--- src/rtl/load_store_unit.sv ---
// load_store_unit: word-indexed data-memory initiator with sub-word loads/stores; `LSU_LED_MMIO_EN adds led[3:0] MMIO at words 128..131
module load_store_unit #(
    parameter bit BIG_ENDIAN = 1'b1,
    parameter int MEM_WORDS  = 258
) (
    input  logic        CLK,
    input  logic        RST,
    input  logic        req,
    input  logic        we,
    input  logic [1:0]  size,
    input  logic        uns,
    input  logic [31:0] addr,
    input  logic [31:0] wdata,
    output logic [31:0] rdata,
    output logic        done,
    output logic        err,
    output logic        busy,
    output logic        mRD,
    output logic        mWR,
    output logic [31:0] DataAddr,
    output logic [31:0] DataIn,
    input  logic [31:0] DataOut
`ifdef LSU_LED_MMIO_EN
    ,
    output logic [3:0]  led
`endif
);
    typedef enum logic [1:0] {IDLE, RD, WR, RESP} state_t;
    state_t      state_q;
    logic        we_q, uns_q, done_q, err_q, busy_q, rd_q, wr_q;
    logic [1:0]  size_q, off_q;
    logic [15:0] wdata_q;
    logic [31:0] rdata_q, da_q, din_q;
    logic        bad_d;
    logic [4:0]  bsh_d, hsh_d;
    logic [7:0]  byte_d;
    logic [15:0] half_d;
    logic [31:0] load_d, merge_d;
`ifdef LSU_LED_MMIO_EN
    logic [3:0]  led_q;
    assign led = led_q;
`endif
    assign rdata    = rdata_q;
    assign done     = done_q;
    assign err      = err_q;
    assign busy     = busy_q;
    assign mRD      = rd_q;
    assign mWR      = wr_q;
    assign DataAddr = da_q;
    assign DataIn   = din_q;
    // Request validity and lane extraction/insertion against the word on DataOut
    always_comb begin
        bad_d   = size == 2'b11 || (size == 2'b01 && addr[0]) || (size == 2'b10 && addr[1:0] != 2'b00)
                  || addr[31:2] >= 30'(MEM_WORDS);
        bsh_d   = {BIG_ENDIAN ? ~off_q : off_q, 3'b000};
        hsh_d   = {BIG_ENDIAN ? ~off_q[1] : off_q[1], 4'b0000};
        byte_d  = 8'(DataOut >> bsh_d);
        half_d  = 16'(DataOut >> hsh_d);
        load_d  = size_q == 2'b00 ? {{24{~uns_q & byte_d[7]}}, byte_d}
                : size_q == 2'b01 ? {{16{~uns_q & half_d[15]}}, half_d} : DataOut;
        merge_d = size_q == 2'b00 ? (DataOut & ~(32'h0000_00FF << bsh_d)) | ({24'h0, wdata_q[7:0]} << bsh_d)
                : (DataOut & ~(32'h0000_FFFF << hsh_d)) | ({16'h0, wdata_q} << hsh_d);
    end
    // Access sequencer; every port output is a register set on entry to its state
    always_ff @(posedge CLK) begin
        if (RST) begin
            state_q <= IDLE;
            we_q    <= 1'b0;
            uns_q   <= 1'b0;
            size_q  <= 2'b00;
            off_q   <= 2'b00;
            wdata_q <= 16'h0;
            rdata_q <= 32'h0;
            da_q    <= 32'h0;
            din_q   <= 32'h0;
            done_q  <= 1'b0;
            err_q   <= 1'b0;
            busy_q  <= 1'b0;
            rd_q    <= 1'b0;
            wr_q    <= 1'b0;
`ifdef LSU_LED_MMIO_EN
            led_q   <= 4'h0;
`endif
        end else begin
            case (state_q)
                IDLE: if (req) begin
                    we_q    <= we;
                    size_q  <= size;
                    uns_q   <= uns;
                    off_q   <= addr[1:0];
                    wdata_q <= wdata[15:0];
                    busy_q  <= 1'b1;
                    if (bad_d) begin
                        state_q <= RESP;
                        done_q  <= 1'b1;
                        err_q   <= 1'b1;
                    end else if (!we || size != 2'b10) begin
                        state_q <= RD;
                        rd_q    <= 1'b1;
                        da_q    <= {2'b00, addr[31:2]};
                    end else begin
                        state_q <= WR;
                        wr_q    <= 1'b1;
                        da_q    <= {2'b00, addr[31:2]};
                        din_q   <= wdata;
                    end
                end
                RD: begin
                    rd_q <= 1'b0;
                    if (we_q) begin
                        state_q <= WR;
                        wr_q    <= 1'b1;
                        din_q   <= merge_d;
                    end else begin
                        state_q <= RESP;
                        done_q  <= 1'b1;
                        rdata_q <= load_d;
                    end
                end
                WR: begin
                    wr_q    <= 1'b0;
                    state_q <= RESP;
                    done_q  <= 1'b1;
`ifdef LSU_LED_MMIO_EN
                    if (da_q[31:2] == 30'd32) led_q[da_q[1:0]] <= din_q[0];
`endif
                end
                RESP: begin
                    done_q  <= 1'b0;
                    err_q   <= 1'b0;
                    busy_q  <= 1'b0;
                    state_q <= IDLE;
                end
            endcase
        end
    end
endmodule

--- config.mk ---
export PLATFORM = sky130hd
export DESIGN_NAME = load_store_unit
export DESIGN_NICKNAME = d
export VERILOG_FILES = /design/src/rtl/load_store_unit.sv
export SDC_FILE = /design/constraint.sdc
export NUM_CORES = 1
export LEC_CHECK = 0
export BUFFER_PORTS_ARGS = -buffer_cell sky130_fd_sc_hd__buf_2
export CAP_MARGIN = 20
export CORE_MARGIN = 2
export CORE_UTILIZATION = 55
export CTS_CLUSTER_SIZE = 25
export DETAILED_ROUTE_END_ITERATION = 6
export HOLD_SLACK_MARGIN = 0.02
export PLACE_DENSITY = 0.87
export SYNTH_ARGS = -nofsm -noshare
export SYNTH_HDL_FRONTEND = slang
export SYNTH_SLANG_ARGS = --single-unit
--- constraint.sdc ---
create_clock -name CLK -period 6 [get_ports CLK]
set_input_delay 0.6 -clock CLK [delete_from_list [all_inputs] [get_ports CLK]]
set_output_delay 0.6 -clock CLK [all_outputs]
set_load 0.03 [all_outputs]
* Word-level counts from Yosys, hierarchy flattened
Cells that the tools add are included.
Cells by class: equal/unequal tests 15, bitwise operators 13, reduce and logical (&&, ||, !) cells 22, shifts and indexed selects 6, mux-type cells 29, magnitude comparators 1
Operators with widths (number):
- 2-to-1 mux 32 bit | 7
- bitwise AND 32 bit | 2
- inverter 32 bit | 2
- OR 32 bit | 2
- case mux 32 bit (2 select lines) | 1
- << shifter 16 x 5 -> 32 bit | 1
- << shifter 16 x 5 -> 32 bit (first input constant) | 1
- << shifter 8 x 5 -> 32 bit | 1
- << shifter 8 x 5 -> 32 bit (first input constant) | 1
- right shift 32 x 5 -> 16 bit | 1
- right shift 32 x 5 -> 8 bit | 1
- greater-or-equal comparator 30 x 9 -> 1 bit (second input constant) | 1
- inequality test 2 bit (second input constant) | 8
- 2-to-1 mux 1 bit | 12
- AND reduction 5 bit | 2
- AND reduction 3 bit | 3
- equality test 2 bit (second input constant) | 4
- case mux 2 bit (4 select lines) | 1
- equality test 2 x 1 -> 1 bit (second input constant) | 3
- 2-to-1 mux 2 bit | 3
- case mux 1 bit (2 select lines) | 3
- AND reduction 2 bit | 3
- nonzero test 2 bit | 3
- logical NOT 2 bit | 2
- other kinds (10) | 18
Storage, ports and cells: register bits after elaboration 123, output and inout bits 101, word-level logic and storage cells 100

* Depth between registers and ports, before layout
Gate-level depths: netlist of the first run.
word-level depth 8, depth in mapped cells 9, mapped depth without buffers 7

* Least setup slack after synthesis of the first run
No wires, ideal clock.
path type input to register, start point in addr[21], end point reg din_q[10], in the netlist DataIn[10], path buffers 1, library setup time 121 ps, slack 3807 ps, stages on the path 6, arrival time 2072 ps, cell sequence nor4_2 > nand4_2 > nor4_4 > a31oi_4 > buf_6 > mux2_4
Between the ends: cells in the longest elaborated chain, start to end 4
Ends and longest elaborated chain:
- from (decl) | line 12 | input logic [31:0] addr,
- greater-or-equal comparator 30 x 9 -> 1 bit | line 54 | || addr[31:2] >= 30'(MEM_WORDS);
- logical OR 1 bit | line 54
- inequality test 2 bit (no line)
- AND reduction 5 bit (no line)
- to (signal assigned) | line 105 | din_q <= wdata;
- to (signal assigned) | line 113 | din_q <= merge_d;
- to (decl) | line 33 | logic [31:0] rdata_q, da_q, din_q;
No other way between the ends. A chain may end at the register's enable or synchronous reset.

* Worst setup path in the final report of the first run
start point reg state_q[0], end point reg rdata_q[21], in the netlist rdata[21]
Between the ends: cells in the longest elaborated chain, start to end 2
Ends and longest elaborated chain:
- from (decl) | line 29 | state_t state_q;
- from (signal assigned) | line 67 | state_q <= IDLE;
- from (signal assigned) | line 94 | state_q <= RESP;
- from (signal assigned) | line 98 | state_q <= RD;
- equality test 2 x 1 -> 1 bit | line 85 | case (state_q)
- AND reduction 2 bit (no line)
- to (signal assigned) | line 117 | rdata_q <= load_d;
- to (decl) | line 33
No other way between the ends.

==> flow_metrics.py, run 1 <==
metrics = {
    "critical_path": {
        "crit_fanout": 58,
        "end_kind": "register",
        "worstPathArrival_ns": 3.64,
        "crit_buf_inv": 0,
        "slowest_stage": "nor2_1",
        "cpPeakStageDelay_ns": 0.98,
        "cp_top_family": "simple AND/OR/NAND/NOR gates",
        "worstSetupPathType": "reg2reg",
        "rrSetupSlack_ns": 2.71,
        "required_ns": 6.35,
        "cp-start-kind": "register",
        "crit_chain": "ha_2 > nand2b_1 > nor2_1 > a211oi_1",
    },
    "clock_tree": {
        "cts_num_sinks": 123,
        "cts_tree": "built",
        "clk_pin_slew_ns": 0.06,
        "clk_latency_ns": 0.53,
        "cts_setup_buffers": 0,
        "cts_resized": 0,
        "cts_max_path_buffers": 2,
        "cts-root-buf": "clkbuf_8",
        "numCtsBuffers": 17,
        "htreeDepth": 4,
        "hold_buffers": 0,
    },
    "cells_and_area": {
        "fin_cells": 1016,
        "drive_gt1_share_pct": 32.00,
        "nFillCells": 807,
        "nets": 969,
        "area_growth_pct": 27.55,
    },
    "sta": {
        "maxSlewHeadroom_pct": 29.39,
        "finalSetupTns_ns": 0,
        "final_max_slew_viol_count": 0,
        "worstMarginPinSlew_ns": 1.058,
        "hold_viol_final": 0,
        "fin_crit_ns": 3.287,
        "finalClockSkew_ns": 0.008939,
        "setup_viol": 0,
        "finalCritPeriodShare_pct": 54.79,
        "rsz0062_at_grt": "no",
        "max_freq_ghz": 0.3042,
    },
    "die": {
        "placementRows": 38,
        "dieHeight_um": 108.4,
        "die-area_mm2": 0.01176,
        "pin_count": 204,
        "core-area_mm2": 0.01075,
        "die_width_um": 108.4,
        "start_util_pct": 55.83,
    },
    "pwr": {
        "power_density_mw_per_mm2": 432.9,
        "ir_drop_mv": 0.3027,
        "p_int_mw": 2.101,
        "seqPwrFrac_pct": 31.9,
        "p_switching_mw": 1.211,
        "p_leak_nw": 3.418,
        "p_clk_share_pct": 34.7,
        "p_sw_share_pct": 36.57,
        "combinationalPowerShare_pct": 33.4,
    },
    "drt": {
        "via_per_inst": 5.851,
        "wl_um": 17360,
        "route.detailed.drc": 0,
        "drt_iter0_markers": 539,
        "vias": 5945,
        "first_pass_iters": 5,
        "ant_nets": 0,
        "wl_per_cell_um": 17.09,
    },
    "placed_design": {
        "io_buffers": 201,
        "gp_congestion": 0.9499,
        "dp_hpwl_um": 12100,
        "place_inst": 983,
    },
    "synth": {
        "synth-main-ff-cell": "dfxtp_1",
        "avgSynthCellArea_um2": 8.670,
        "syn_inst": 692,
        "synth_warnings": 0,
        "synth-seq-cells": 123,
        "ys_top_cells_by_count": "dfxtp_1, nor2_1, nand2_1",
        "syn_area_mm2": 0.006000,
        "ys_types": 48,
        "synthTopCellsByArea": "dfxtp_1, nor2_1, nand2_1",
        "synth_edf_count": 0,
        "synth-async-reset-ratio_pct": 0,
        "synth_most_common_cell": "dfxtp_1",
        "yosysTopAreaCell": "dfxtp_1",
        "synth-seq-area-share_pct": 41.04,
        "synth_top_area_share_pct": 41.04,
    },
    "status": {
        "status": "finished, final reports clean",
    },
    "grt": {
        "grt_pass1_wl_um": 26930,
        "grt_start_max_net_pins": 114,
        "track_usage_pct": 29.34,
        "grt-ovfl-total": 0,
        "antenna_found_initial": 1,
        "first_global_vias": 5592,
    },
    "flow_run": {
        "drv_cap": 0,
    },
    "worst_hold_path": {
        "hp-class": "in2reg",
    },
}
-- registers in the layout, summed over array words and instances (netlist names) --
name / cells
DataAddr: 30
DataIn: 32
busy: 1
done: 1
err: 1
mRD: 1
mWR: 1
off_q: 2
rdata: 32
size_q: 2
state_q: 2
uns_q: 1
wdata_q: 16
we_q: 1
-- layer usage --
metal / up-vias / global-route usage (%) / wire (um)
li1: 2777 / - / -
met4: 0 / 15.02 / 731
met3: 71 / 9.102 / 1796
met2: 356 / 47.28 / 8068
met5: - / 0 / 0
met1: 2741 / 35.23 / 6768
-- cells by family (layout without fill, tap and decap cells) --
| logic type | count (synthesis) | after routing | share of synthesized area, % |
|---|---|---|---|
| and+or+nand+nor | 297 | 297 | 23.98 |
| AOI/OAI and AO/OA | 138 | 138 | 15.31 |
| DFF | 123 | 123 | 41.04 |
| buffers and inverters | 61 | 243 | 4.338 |
| muxes | 68 | 68 | 14.43 |
| other | 1 | 3 | 0.06251 |
| adders and majority gates | 4 | 4 | 0.8342 |
-- final cells by class --
class	instances	area (um^2)	area share, %
Antenna cell	1	2.502	0.03270
Clock buffer	21	449.2	5.870
Clock inverter	11	215.2	2.812
Inverter	5	18.77	0.2453
Multi-Input combinational cell	509	3283	42.90
Sequential cell	123	2462	32.18
Tap cell	140	175.2	2.289
Timing Repair Buffer	206	1046	13.67
-- through the flow --
step                      utilization (%)  power, mW  cell area [um^2]  hold WS (ns)  setup slack, ns
final                               71.22      3.312              7652        0.3116            2.713
after global routing                71.19      3.462              7650        0.3319            2.319
after CTS                           71.19      3.292              7650        0.3111            2.789
after detailed placement            65.01      2.146              6985        0.4440            2.830
after global placement              65.01      2.122              6985        0.4409            2.908
after floorplan                         -      1.863              6003        0.4329            3.807
-- placed cells by master (no fill, tap or decap), types with 3 or more instances in the layout --
cell type    n
buf_2      200
o22ai_1     16
dfxtp_1    123
mux2i_1     34
clkbuf_8     3
inv_1        5
mux4_2       8
clkbuf_16   16
nor2_1     103
nor3_1      20
a211oi_1    33
nor2b_1     19
o21ai_1      3
o21ai_0     26
nor3b_1     22
a21oi_1     34
nand3b_1     3
mux2_2      12
nand2b_1    17
nand2_1     95
nor4_2       4
a311o_1     16
buf_4        6
mux2_4      14
bufinv_16    6
ha_1         3
-- power by group through the flow --
stage	Combinational (mW)	Clock, mW	Sequential, mW
2_1_floorplan	0.639	0	1.22
3_3_place_gp	1.06	0	1.07
3_5_place_dp	1.07	0	1.07
4_1_cts	1.09	1.15	1.05
5_1_grt	1.20	1.18	1.07
6_report	1.11	1.15	1.06
-- path summary, 6_finish.rpt --
| path | end | startpoint | cells after the start |
|---|---|---|---|
| min | DataAddr[0]$_SDFFE_PP0P_ | addr[2] | 3 |
| max reg2reg | rdata[21]$_SDFFE_PP0P_ | state_q[0]$_SDFFE_PP0P_ | 4 |
| max | rdata[21]$_SDFFE_PP0P_ | state_q[0]$_SDFFE_PP0P_ | 4 |
| min reg2reg | wdata_q[15]$_SDFFE_PP0P_ | wdata_q[15]$_SDFFE_PP0P_ | 2 |
-- tightest hold or removal path, cell delays in order --
cell     delay (ns)
buf_2          0.07
mux2i_1        0.05
nor2_1         0.07
Power figures use the tool's default switching activity.
==> inputs of run 2 (changes only) <==
Settings changed: CORE_UTILIZATION 55 to 51, PLACE_DENSITY 0.87 to 0.82.
Clock period 6 ns to 3.17 ns, I/O delays scaled along.
==> flow_metrics.py, run 2 (synthesis gave the netlist of run 1 again) <==
metrics = {
    "drt": {
        "ant_nets": 0,
        "wl_per_cell_um": 17.42,
        "drt_iter0_markers": 569,
        "vias": 5864,
        "via_per_inst": 5.710,
        "first_pass_iters": 5,
        "wl_um": 17890,
        "route.detailed.drc": 0,
    },
    "die": {
        "core-area_mm2": 0.01147,
        "dieHeight_um": 112.5,
        "pin_count": 204,
        "start_util_pct": 52.32,
        "placementRows": 39,
        "die-area_mm2": 0.01265,
        "die_width_um": 112.5,
    },
    "critical_path": {
        "cp-start-kind": "register",
        "slowest_stage": "a31oi_4",
        "crit_chain": "inv_1 > ha_1 > inv_1 > and3_1 > a31oi_4 > buf_4 > mux2i_1",
        "worstPathArrival_ns": 2.94,
        "crit_fanout": 23,
        "required_ns": 3.51,
        "cpPeakStageDelay_ns": 0.85,
        "worstRegToRegCells": 7,
        "crit_top_cell": "inv_1",
        "worstSetupPathType": "reg2reg",
        "end_kind": "register",
    },
    "pwr": {
        "power_mw": 6.100,
        "p_clk_share_pct": 32.2,
        "p_leak_nw": 3.453,
        "seqPwrFrac_pct": 32.7,
        "p_int_mw": 3.833,
        "ir_drop_mv": 0.7248,
        "combinationalPowerShare_pct": 35.1,
        "p_switching_mw": 2.267,
        "power_density_mw_per_mm2": 793.5,
        "p_sw_share_pct": 37.17,
    },
    "placed_design": {
        "gp_congestion": 0.8967,
        "io_buffers": 201,
        "dp_hpwl_um": 13170,
    },
    "clock_tree": {
        "htreeDepth": 4,
        "clk_pin_slew_ns": 0.05,
        "cts_num_sinks": 123,
        "clk_latency_ns": 0.43,
        "cts_setup_buffers": 0,
        "numCtsBuffers": 17,
        "cts_tree": "built",
        "cts_resized": 0,
        "cts_max_path_buffers": 2,
        "cts-root-buf": "clkbuf_16",
        "hold_buffers": 0,
    },
    "flow_run": {
        "drv_cap": 0,
    },
    "sta": {
        "finalSetupTns_ns": 0,
        "finalCritPeriodShare_pct": 82.02,
        "rsz0062_at_grt": "no",
        "fin_crit_ns": 2.600,
        "finalClockSkew_ns": 0.01105,
        "maxSlewHeadroom_pct": 27.38,
        "final_max_slew_viol_count": 0,
        "hold_viol_final": 0,
        "worstMarginPinSlew_ns": 1.089,
        "max_freq_ghz": 0.3846,
        "setup_viol": 0,
    },
    "grt": {
        "track_usage_pct": 27.79,
        "first_global_vias": 5492,
        "grt_pass1_wl_um": 27630,
        "grt-ovfl-total": 0,
        "antenna_found_initial": 1,
        "grt_start_max_net_pins": 89,
    },
    "cells_and_area": {
        "mostFrequentLayoutCell": "buf_2",
        "drive_gt1_share_pct": 32.92,
        "nFillCells": 953,
        "area_growth_pct": 28.13,
        "antenna_cells": 0,
        "nets": 979,
        "layout_common_cells": "buf_2, dfxtp_1, nor2_1",
    },
    "worst_hold_path": {
        "hold_depth": 3,
        "hp-class": "in2reg",
    },
    "status": {
        "status": "finished, final reports clean",
    },
}
run 2: cell types whose count changed in the layout (fill, tap and decap cells not counted), sizes merged:
cell,delta
diode,-1
bufinv,-4
clkbuf,+4
clkinv,-1
buf,+10
run 2: metal layers:
layer	routed length (um)	up-vias	track usage, %
met4	465	2	10.73
met5	17	-	0
li1	-	2785	-
met3	1813	37	10.04
met2	8367	306	45.34
met1	7227	2734	33.67
run 2: final timing paths:
path                                  from  slack, ns                        to
hold / removal                         uns       0.14        uns_q$_SDFFE_PP0P_
hold reg to reg   wdata_q[13]$_SDFFE_PP0P_       0.45  wdata_q[13]$_SDFFE_PP0P_
setup / recovery   state_q[0]$_SDFFE_PP0P_       0.57   DataIn[19]$_SDFFE_PP0P_
setup reg to reg   state_q[0]$_SDFFE_PP0P_       0.57   DataIn[19]$_SDFFE_PP0P_
run 2: metrics by stage:
step | util, % | cells | hold WS [ns] | area (um^2) | worst slack (ns)
floorplan | - | 693 | 0.4329 | 6003 | 1.165
detailed placement | 61.73 | 996 | 0.4434 | 7079 | 0.5469
CTS | 67.04 | 1027 | 0.1218 | 7687 | 0.5715
finish | 67.04 | 1027 | 0.1370 | 7687 | 0.5698
global route | 67.04 | 1027 | 0.1480 | 7687 | 0.4071
global placement | 61.73 | 996 | 0.4395 | 7079 | 0.7169
run 2: layout make-up:
cell class / count / area (um^2) / area share [%]
Tap cell: 143 / 178.9 / 2.327
Inverter: 5 / 18.77 / 0.2441
Clock inverter: 6 / 82.58 / 1.074
Clock buffer: 25 / 525.5 / 6.836
Timing Repair Buffer: 216 / 1134 / 14.75
Sequential cell: 123 / 2462 / 32.03
Multi-Input combinational cell: 509 / 3286 / 42.74
run 2: power by group through the flow:
| stage | Combinational [mW] | Clock [mW] | Sequential, mW |
|---|---|---|---|
| after floorplan | 1.21 | 0 | 2.32 |
| after global placement | 2.08 | 0 | 2.01 |
| after detailed placement | 2.11 | 0 | 2.02 |
| after CTS | 2.12 | 1.98 | 1.99 |
| after global routing | 2.32 | 2.06 | 2.02 |
| final | 2.14 | 1.96 | 1.99 |
run 2: critical path: cells and delay by family, from the launching register on:
family                   cells  cell delay, ns
buffers and inverters        3            0.59
adder cells (fa/ha/maj)      1            0.29
multiplexers                 1            0.22
AO/OA/AOI/OAI                1            0.85
AND/OR/NAND/NOR              1            0.22
flip-flops                   1            0.34
==> inputs of run 3 (changes only) <==
Settings changed: ABC_AREA from default to 1, CORE_UTILIZATION 51 to 47, PLACE_DENSITY 0.82 to 0.78.
Clock period 3.17 ns to 2.1 ns, I/O delays scaled along.
==> flow_metrics.py, run 3 <==
metrics = {
    "synth": {
        "syn_area_mm2": 0.006472,
        "avgSynthCellArea_um2": 6.460,
        "synth-async-reset-ratio_pct": 0,
        "ys_types": 33,
        "synth-seq-area-share_pct": 38.04,
        "synth_edf_count": 0,
        "synth_top_area_share_pct": 38.04,
        "ys_top_cells_by_count": "nand2_1, nor2_1, dfxtp_1",
        "synth_warnings": 0,
        "yosysTopAreaCell": "dfxtp_1",
        "synthTopCellsByArea": "dfxtp_1, nand2_1, o21ai_0",
        "syn_inst": 1002,
        "synth-main-ff-cell": "dfxtp_1",
        "synth-seq-cells": 123,
        "synth_most_common_cell": "nand2_1",
    },
    "drt": {
        "via_per_inst": 5.355,
        "ant_nets": 0,
        "vias": 7294,
        "wl_per_cell_um": 15.24,
        "drt_iter0_markers": 677,
        "wl_um": 20750,
        "first_pass_iters": 5,
        "route.detailed.drc": 0,
    },
    "worst_hold_path": {
        "hold_depth": 3,
        "worstHoldStart": "addr[5]",
        "whs_endpoint": "DataAddr[3]$_SDFFE_PP0P_",
        "hp-class": "in2reg",
    },
    "grt": {
        "first_global_vias": 6551,
        "grt_start_max_net_pins": 67,
        "grt-ovfl-total": 0,
        "antenna_found_initial": 4,
        "track_usage_pct": 28.39,
        "grt_pass1_wl_um": 32750,
    },
    "clock_tree": {
        "clk_pin_slew_ns": 0.06,
        "clk_latency_ns": 0.42,
        "cts-root-buf": "clkbuf_16",
        "htreeDepth": 4,
        "cts_setup_buffers": 0,
        "cts_tree": "built",
        "numCtsBuffers": 17,
        "cts_num_sinks": 123,
        "cts_max_path_buffers": 2,
    },
    "sta": {
        "maxSlewHeadroom_pct": 62.97,
        "finalSetupTns_ns": 0,
        "setup_viol": 0,
        "hold_viol_final": 0,
        "finalClockSkew_ns": 0.01055,
        "fin_crit_ns": 1.825,
        "final_max_slew_viol_count": 0,
        "worstMarginPinSlew_ns": 0.5541,
        "finalCritPeriodShare_pct": 86.92,
        "rsz0062_at_grt": "no",
        "max_freq_ghz": 0.5479,
    },
    "pwr": {
        "p_leak_nw": 3.980,
        "power_density_mw_per_mm2": 1381,
        "ir_drop_mv": 0.7216,
    },
    "die": {
        "placementRows": 42,
        "die_width_um": 121.4,
        "start_util_pct": 48.49,
        "dieHeight_um": 121.4,
        "core-area_mm2": 0.01335,
        "die-area_mm2": 0.01473,
        "pin_count": 204,
    },
    "critical_path": {
        "worstRegToRegCells": 9,
        "crit_fanout": 40,
        "end_kind": "register",
        "rrSetupSlack_ns": 0.27,
        "crit_chain": "inv_1 > ha_1 > inv_1 > nor2_1 > nor3_2 > buf_12 > nand3_1 > nand2_1 > nor2_1",
        "slowest_stage": "dfxtp_1",
        "required_ns": 2.41,
        "reg2reg_from": "state_q[0]$_SDFFE_PP0P_",
        "cpPeakStageDelay_ns": 0.36,
        "reg2reg_to": "DataIn[9]$_SDFFE_PP0P_",
        "worstPathArrival_ns": 2.14,
        "worstSetupPathType": "reg2reg",
        "cp-start-kind": "register",
        "cp_top_family": "simple AND/OR/NAND/NOR gates",
        "crit_buf_inv": 3,
    },
    "cells_and_area": {
        "nets": 1281,
        "area_growth_pct": 26.46,
        "mostFrequentLayoutCell": "buf_2",
        "drive_gt1_share_pct": 22.43,
        "antenna_cells": 0,
        "layout_common_cells": "buf_2, nand2_1, nor2_1",
        "final_cell_area_mm2": 0.008185,
    },
    "placed_design": {
        "dp_hpwl_um": 14780,
        "io_buffers": 201,
        "gp_congestion": 0.9946,
        "placed_area_mm2": 0.007604,
    },
    "flow_run": {
        "drv_cap": 0,
    },
    "status": {
        "status": "finished, final reports clean",
    },
}
-- run 3: kinds of logic after synthesis --
kind of cell | count (synthesis) | synth area share, %
AND/OR/NAND/NOR | 428 | 27.14
AO/OA/AOI/OAI | 284 | 23.60
buffers and inverters | 162 | 10.38
flip-flops | 123 | 38.04
adder cells (fa/ha/maj) | 4 | 0.7733
other | 1 | 0.05794
-- run 3: how the worst max path moves through the flow --
stage / cells after the start / to / slack [ns] / startpoint
6_report: 9 / DataIn[9]$_SDFFE_PP0P_ / 0.27 / state_q[0]$_SDFFE_PP0P_
5_1_grt: 11 / rdata[26]$_SDFFE_PP0P_ / 0.06 / off_q[1]$_SDFFE_PP0P_
4_1_cts: 8 / DataIn[24]$_SDFFE_PP0P_ / 0.21 / state_q[0]$_SDFFE_PP0P_
3_5_place_dp: 8 / DataIn[24]$_SDFFE_PP0P_ / 0.23 / state_q[0]$_SDFFE_PP0P_
3_3_place_gp: 8 / DataIn[24]$_SDFFE_PP0P_ / 0.34 / state_q[0]$_SDFFE_PP0P_
2_1_floorplan: 10 / DataIn[16]$_SDFFE_PP0P_ / 0.32 / state_q[0]$_SDFFE_PP0P_
-- run 3: tightest hold or removal path: stages --
cell and delay (ns):
buf_2 0.09, nor2_1 0.04, nor2_1 0.08
-- run 3: timing repair --
action                                 in CTS  in global routing
hold buffers                                2                  0
endpoints found under the hold margin       2                  0
resized for setup                           0                  1
setup endpoints to repair                   0                 10
-- run 3: area by class of cell --
class	count	area, um^2
Clock buffer	24	491.7
Timing Repair Buffer	224	1246
Clock inverter	7	65.06
Sequential cell	123	2462
Tap cell	176	220.2
Multi-Input combinational cell	718	3359
Fill cell	1282	5162
Inverter	90	340.3
-- run 3: where the power goes --
part | switching [mW] | internal (mW) | total, mW
Sequential | 0.312 | 2.89 | 3.20
Clock | 1.04 | 1.74 | 2.77
Combinational | 3.68 | 1.66 | 5.34
Total | 5.03 | 6.28 | 11.3
-- run 3: metal layers --
layer,up-vias,share of wire (%),wire length [um],GRT usage [%]
li1,3637,-,-,-
met1,3225,41,8604,36.62
met2,379,44,9202,44.42
met3,49,11,2237,7.707
met4,4,3.3,675,12.57
met5,-,0.14,30,0
-- run 3: through the flow --
step	worst slack, ns	hold WS [ns]	instances	power (mW)	util (%)
after detailed placement	0.2283	0.4253	1329	8.467	56.96
after global routing	0.06007	0.02918	1362	12.04	61.32
after floorplan	0.3199	0.3449	1003	7.066	-
after global placement	0.3353	0.4228	1329	8.429	56.96
final	0.2748	0.02969	1362	11.31	61.32
after CTS	0.2086	0.02174	1362	11.26	61.29
